## src/rtl/rf_wport_if.sv

```systemverilog
// Write-port bundle between writeback, the long-latency unit and the regfile write port.
// master = requester/regfile side, slave = the rf_wport_arbiter.
interface rf_wport_if #(
  parameter int DEPTH = 2
);
  logic                   w_we;
  logic [4:0]             w_dest;
  logic [31:0]            w_data;
  logic                   w_hold;
  logic                   llu_valid;
  logic                   llu_ready;
  logic [4:0]             llu_dest;
  logic [31:0]            llu_data;
  logic                   rf_we;
  logic [4:0]             rf_waddr;
  logic [31:0]            rf_wdata;
  logic [$clog2(DEPTH):0] buf_count;

  modport master (
    output w_we, w_dest, w_data, llu_valid, llu_dest, llu_data,
    input  w_hold, llu_ready, rf_we, rf_waddr, rf_wdata, buf_count
  );

  modport slave (
    input  w_we, w_dest, w_data, llu_valid, llu_dest, llu_data,
    output w_hold, llu_ready, rf_we, rf_waddr, rf_wdata, buf_count
  );
endinterface

```

## src/rtl/rf_wport_arbiter.sv

```systemverilog
// Regfile write-port arbiter: writeback has priority, LLU results queue in a FIFO with a starvation limiter.
// Optional RF_ARB_PERF_CNT_EN adds conflict_cnt and hold_cnt performance counters.
module rf_wport_arbiter #(
  parameter int DEPTH    = 2,
  parameter int MAX_WAIT = 4
) (
  input  logic         clk,
  input  logic         rstn,
  rf_wport_if.slave    bus
`ifdef RF_ARB_PERF_CNT_EN
  ,
  output logic [31:0]  conflict_cnt,
  output logic [31:0]  hold_cnt
`endif
);

  localparam int PW = $clog2(DEPTH);
  localparam int CW = PW + 1;
  localparam int WW = $clog2(MAX_WAIT + 1);
  localparam logic [CW-1:0] FULL_CNT = CW'(DEPTH);
  localparam logic [WW-1:0] MAX_W    = WW'(MAX_WAIT);

  logic [PW-1:0] wr_ptr_q, wr_ptr_d, rd_ptr_q, rd_ptr_d;
  logic [CW-1:0] count_q, count_d;
  logic [WW-1:0] wait_q, wait_d;
  logic          hold_q, hold_d;
  logic [4:0]    dest_mem_q [DEPTH];
  logic [4:0]    dest_mem_d [DEPTH];
  logic [31:0]   data_mem_q [DEPTH];
  logic [31:0]   data_mem_d [DEPTH];

  logic fifo_empty, fifo_full, wb_real, wb_grant, push, pop;
  logic        rf_we;
  logic [4:0]  rf_waddr;
  logic [31:0] rf_wdata;

  always_comb begin
    fifo_empty = (count_q == '0);
    fifo_full  = (count_q == FULL_CNT);
    wb_real    = bus.w_we && (bus.w_dest != 5'd0);
    wb_grant   = !hold_q && wb_real;
    pop        = !wb_grant && !fifo_empty;
    // r0 results are accepted but never occupy an entry
    push       = bus.llu_valid && !fifo_full && (bus.llu_dest != 5'd0);
  end

  always_comb begin
    rf_we    = 1'b0;
    rf_waddr = 5'd0;
    rf_wdata = 32'd0;
    if (wb_grant) begin
      rf_we    = 1'b1;
      rf_waddr = bus.w_dest;
      rf_wdata = bus.w_data;
    end else if (pop) begin
      rf_we    = 1'b1;
      rf_waddr = dest_mem_q[rd_ptr_q];
      rf_wdata = data_mem_q[rd_ptr_q];
    end
  end

  always_comb begin
    wr_ptr_d   = wr_ptr_q;
    rd_ptr_d   = rd_ptr_q;
    count_d    = count_q;
    dest_mem_d = dest_mem_q;
    data_mem_d = data_mem_q;
    if (push) begin
      dest_mem_d[wr_ptr_q] = bus.llu_dest;
      data_mem_d[wr_ptr_q] = bus.llu_data;
      wr_ptr_d             = wr_ptr_q + 1'b1;
    end
    if (pop) begin
      rd_ptr_d = rd_ptr_q + 1'b1;
    end
    case ({push, pop})
      2'b10:   count_d = count_q + 1'b1;
      2'b01:   count_d = count_q - 1'b1;
      default: count_d = count_q;
    endcase
  end

  // A hold cycle always pops the head, so the counter clears and hold cannot repeat back to back.
  always_comb begin
    if (fifo_empty || pop) begin
      wait_d = '0;
    end else if (wait_q != MAX_W) begin
      wait_d = wait_q + 1'b1;
    end else begin
      wait_d = wait_q;
    end
    hold_d = !hold_q && (wait_d == MAX_W);
  end

  always_ff @(posedge clk) begin
    if (!rstn) begin
      wr_ptr_q <= '0;
      rd_ptr_q <= '0;
      count_q  <= '0;
      wait_q   <= '0;
      hold_q   <= 1'b0;
    end else begin
      wr_ptr_q <= wr_ptr_d;
      rd_ptr_q <= rd_ptr_d;
      count_q  <= count_d;
      wait_q   <= wait_d;
      hold_q   <= hold_d;
    end
  end

  always_ff @(posedge clk) begin
    dest_mem_q <= dest_mem_d;
    data_mem_q <= data_mem_d;
  end

  assign bus.rf_we     = rf_we;
  assign bus.rf_waddr  = rf_waddr;
  assign bus.rf_wdata  = rf_wdata;
  assign bus.w_hold    = hold_q;
  assign bus.llu_ready = !fifo_full;
  assign bus.buf_count = count_q;

`ifdef RF_ARB_PERF_CNT_EN
  logic [31:0] conflict_cnt_q, conflict_cnt_d;
  logic [31:0] hold_cnt_q, hold_cnt_d;

  always_comb begin
    conflict_cnt_d = conflict_cnt_q;
    hold_cnt_d     = hold_cnt_q;
    if (wb_real && !fifo_empty) conflict_cnt_d = conflict_cnt_q + 32'd1;
    if (hold_q)                 hold_cnt_d     = hold_cnt_q + 32'd1;
  end

  always_ff @(posedge clk) begin
    if (!rstn) begin
      conflict_cnt_q <= '0;
      hold_cnt_q     <= '0;
    end else begin
      conflict_cnt_q <= conflict_cnt_d;
      hold_cnt_q     <= hold_cnt_d;
    end
  end

  assign conflict_cnt = conflict_cnt_q;
  assign hold_cnt     = hold_cnt_q;
`endif

endmodule

```

## src/flat_wrapper.sv

```systemverilog
// flat-port wrapper written by rule: the top's interface ports become plain ports
module rf_wport_arbiter_flat 
#(
  parameter int DEPTH    = 2,
  parameter int MAX_WAIT = 4
)
  (clk, rstn, bus_w_we, bus_w_dest, bus_w_data, bus_llu_valid, bus_llu_dest, bus_llu_data, bus_w_hold, bus_llu_ready, bus_rf_we, bus_rf_waddr, bus_rf_wdata, bus_buf_count);
  rf_wport_if #(.DEPTH(DEPTH)) bus_i ();
  input  logic clk;
  input  logic rstn;
  input wire logic [$bits(bus_i.w_we)-1:0] bus_w_we;
  input wire logic [$bits(bus_i.w_dest)-1:0] bus_w_dest;
  input wire logic [$bits(bus_i.w_data)-1:0] bus_w_data;
  input wire logic [$bits(bus_i.llu_valid)-1:0] bus_llu_valid;
  input wire logic [$bits(bus_i.llu_dest)-1:0] bus_llu_dest;
  input wire logic [$bits(bus_i.llu_data)-1:0] bus_llu_data;
  output wire logic [$bits(bus_i.w_hold)-1:0] bus_w_hold;
  output wire logic [$bits(bus_i.llu_ready)-1:0] bus_llu_ready;
  output wire logic [$bits(bus_i.rf_we)-1:0] bus_rf_we;
  output wire logic [$bits(bus_i.rf_waddr)-1:0] bus_rf_waddr;
  output wire logic [$bits(bus_i.rf_wdata)-1:0] bus_rf_wdata;
  output wire logic [$bits(bus_i.buf_count)-1:0] bus_buf_count;
  assign bus_i.w_we = bus_w_we;
  assign bus_i.w_dest = bus_w_dest;
  assign bus_i.w_data = bus_w_data;
  assign bus_i.llu_valid = bus_llu_valid;
  assign bus_i.llu_dest = bus_llu_dest;
  assign bus_i.llu_data = bus_llu_data;
  assign bus_w_hold = bus_i.w_hold;
  assign bus_llu_ready = bus_i.llu_ready;
  assign bus_rf_we = bus_i.rf_we;
  assign bus_rf_waddr = bus_i.rf_waddr;
  assign bus_rf_wdata = bus_i.rf_wdata;
  assign bus_buf_count = bus_i.buf_count;
  rf_wport_arbiter #(.DEPTH(DEPTH), .MAX_WAIT(MAX_WAIT)) u_core (.clk(clk), .rstn(rstn), .bus(bus_i));
endmodule
```

## config.mk

```make
export PLATFORM = sky130hd
export DESIGN_NAME = rf_wport_arbiter_flat
export DESIGN_NICKNAME = d
export VERILOG_FILES = /design/src/rtl/rf_wport_if.sv /design/src/rtl/rf_wport_arbiter.sv /design/src/flat_wrapper.sv
export SDC_FILE = /design/constraint.sdc
export NUM_CORES = 1
export LEC_CHECK = 0
export ABC_AREA = 1
export CAP_MARGIN = 20
export CORE_MARGIN = 3
export CORE_UTILIZATION = 49
export DETAILED_ROUTE_END_ITERATION = 7
export GPL_TIMING_DRIVEN = 0
export MAX_ROUTING_LAYER = met4
export PLACE_DENSITY = 0.92
export SYNTH_ARGS = -nofsm -noshare
export SYNTH_HDL_FRONTEND = slang
export SYNTH_SLANG_ARGS = --single-unit
```

## constraint.sdc

```tcl
create_clock -name clk -period 5.3 [get_ports clk]
set_input_delay 0.795 -clock clk [delete_from_list [all_inputs] [get_ports clk]]
set_output_delay 0.795 -clock clk [all_outputs]
set_load 0.1 [all_outputs]
```

==> flow_summary.toml <==
[status]
status = "finished, final reports clean"

[clock_network]
cts_hold_buf = 0
ctsHtreeMaxLevel = 3
cts_buffers = 9
path_clk_slew_ps = 80
cts_tree = "built"
cts_buffer_depth = 2
worstSkewPairLatency_ps = 330
cts_sinks = 82
cts_root_buffer = "clkbuf_8"
cts_setup_buffers = 0
cts_resized = 0

[run]
maxCapViolations = 0

[worst_setup_path]
path_cells = "clkdlybuf4s50_1 > inv_1 > nor2_1 > buf_2 > buf_2 > nand3_1 > o21ai_0 > clkdlybuf4s50_1"
critPathMaxStageDelay_ps = 1170
cp_max_fo = 10
cp-end-kind = "output pin"
critPathKind = "primary input to output pin"
startpoint_type = "primary input"
worstPathArrival_ps = 3490
cpMaxStageDelayCell = "clkdlybuf4s50_1"
cp_data_required_time_ps = 4510

[floorplan]
die_h_um = 91.7
start_util_pct = 51.8
io-pin-count = 120
std_cell_rows = 30
die_area_um2 = 8410
dieWidth_um = 91.7
core_um2 = 6940

[power]
power_density_nw_per_um2 = 436
leakage_uw = 0.00181
power_uw = 2250
ir_drop_mv = 0.305

[routing]
wl_per_cell_um = 16.4
maxUsedRoutingLayer = "met4"
wirelength_um = 8230
wl_met1_um = 3450
drc = 0
wl_met2_um = 4210
vias = 2626
ant_nets = 0
wl_met3_um = 441
drtIter0Drc = 88
viasPerCell = 5.23
first_pass_iters = 5

[grt]
globalRouteOverflowTotal = 0
grt_pass1_wl_um = 13100
grt_pass1_vias = 2704
antenna_found_initial = 0
grt_usage_pct = 20.6
grt_max_degree = 26

[sta]
min_period_over_period_pct = 80.8
skew_ps = 7.20
final_hold_viol_count = 0
drv_slew = 0
finalSetupViolations = 0
min_period_ps = 4280
rsz0062_at_grt = "no"
relSlewSlack_pct = 31.5
fin_ws_ps = 1020
max_freq_mhz = 233
worst_pin_slew_ps = 1020
fin_setup_tns_ps = 0

[layout]
fin_area_um2 = 5150
final_core_util_pct = 74.2
area_growth_pct = 43.1
regArea_um2 = 2380
insertedDiodeCount = 0
drive_gt1_share_pct = 13.3
n_fill_cell = 446
multi_input_area_um2 = 1090
finalNetCount = 482

[placement]
hpwl_um = 6100
io_buffers = 119
gp_congestion = 0.772
placedInstanceArea_um2 = 4970
place_ws_ps = 1030

[logic_synthesis]
yosysWarnings = 0
syn_nets = 350
yosysSeqAreaShare_pct = 66.2
synth_area_per_cell_um2 = 13.4
ys_types = 23
syn_inst = 269
syn-cell-area_um2 = 3600
yosys_register_bits = 82

[worst_hold_path]
hold_class = "flip-flop to flip-flop"
==> path summary, 6_finish.rpt <==
path	start	end	slack, ps	cells after the start
min	u_core.bus.buf_count[1]$_SDFFE_PN0P_	u_core.bus.buf_count[1]$_SDFFE_PN0P_	540	2
max	bus_w_we	bus_rf_wdata[27]	1020	8
max reg2reg	u_core.bus.w_hold$_SDFF_PN0_	u_core.bus.buf_count[1]$_SDFFE_PN0P_	3260	10
min reg2reg	u_core.bus.buf_count[1]$_SDFFE_PN0P_	u_core.bus.buf_count[1]$_SDFFE_PN0P_	540	2
==> cells in the mapped netlist <==
library cell | count | area [um2]
nand2_4 | 1 | 11.3
o22ai_1 | 1 | 6.26
clkbuf_1 | 4 | 15.0
nand3_4 | 1 | 17.5
mux2i_1 | 37 | 370
buf_2 | 7 | 35.0
o21ai_0 | 19 | 95.1
ha_1 | 3 | 37.5
dfxtp_1 | 8 | 160
nand2_1 | 15 | 56.3
nor2_2 | 2 | 12.5
nor2_1 | 14 | 52.6
inv_1 | 12 | 45.0
nand3b_1 | 1 | 7.51
edfxtp_1 | 74 | 2220
buf_4 | 2 | 15.0
nand3_1 | 39 | 195
nand4_1 | 1 | 6.26
buf_6 | 3 | 33.8
o21ai_2 | 20 | 175
xor2_1 | 1 | 8.76
nand2_2 | 1 | 6.26
a21oi_1 | 3 | 15.0
==> logic make-up after synthesis <==
kind of cell,after synthesis,synth area share (%)
xor gates and xnor gates,1,0.243
muxes,37,10.3
DFF,82,66.2
buffers and inverters,28,4.00
adders and majority gates,3,1.04
AOI/OAI and AO/OA,43,8.10
and+or+nand+nor,75,10.1
==> critical path, delay by kind of cell <==
family          cells  cell delay (ps)
compound gates      1              120
buf+inv             5             2240
simple gates        2              310
==> state kept, by name, summed over array words and instances, names as in the netlist <==
signal	count
u_core.bus.buf_count	2
u_core.dest_mem_q	10
u_core.wr_ptr_q	1
u_core.data_mem_q	64
u_core.rd_ptr_q	1
u_core.bus.w_hold	1
u_core.wait_q	3
==> metrics by stage <==
step | hold WS [ps] | std cells
2_1_floorplan | 510 | 269
3_3_place_gp | 491 | 484
3_5_place_dp | 530 | 486
4_1_cts | 542 | 502
5_1_grt | 571 | 502
6_report | 544 | 502
==> cell type report <==
cell class	instances	share of cell area [%]
multi-input combinational	159	21.1
clock inverter	5	1.07
sequential	82	46.2
buffer	16	1.92
tap	96	2.33
timing repair buffer	121	23.9
inverter	12	0.874
clock buffer	11	2.55
==> per-layer routing <==
layer | GRT usage [%] | vias to the layer above
li1 | - | 1260
met1 | 24.3 | 1248
met2 | 35.2 | 108
met3 | 4.10 | 10
met4 | 7.18 | 0
met5 | - | -
==> power breakdown <==
group          leakage [uW]  switching (uW)  internal, uW
Sequential         0.000756            20.8           789
Clock             0.0000909             206           217
Combinational      0.000968             733           280
Total               0.00181             959          1290
==> cells in the final DEF, fill, tap and decap left out, types with 7 or more instances in the layout <==
cell type	instances
nand3_1	39
inv_1	12
clkbuf_8	9
buf_2	7
dfxtp_1	8
mux2i_1	37
o21ai_0	19
o21ai_2	20
edfxtp_1	74
nor2_1	12
nand2_1	15
clkdlybuf4s50_1	119
Note: power is estimated with default switching activity, not from simulation.
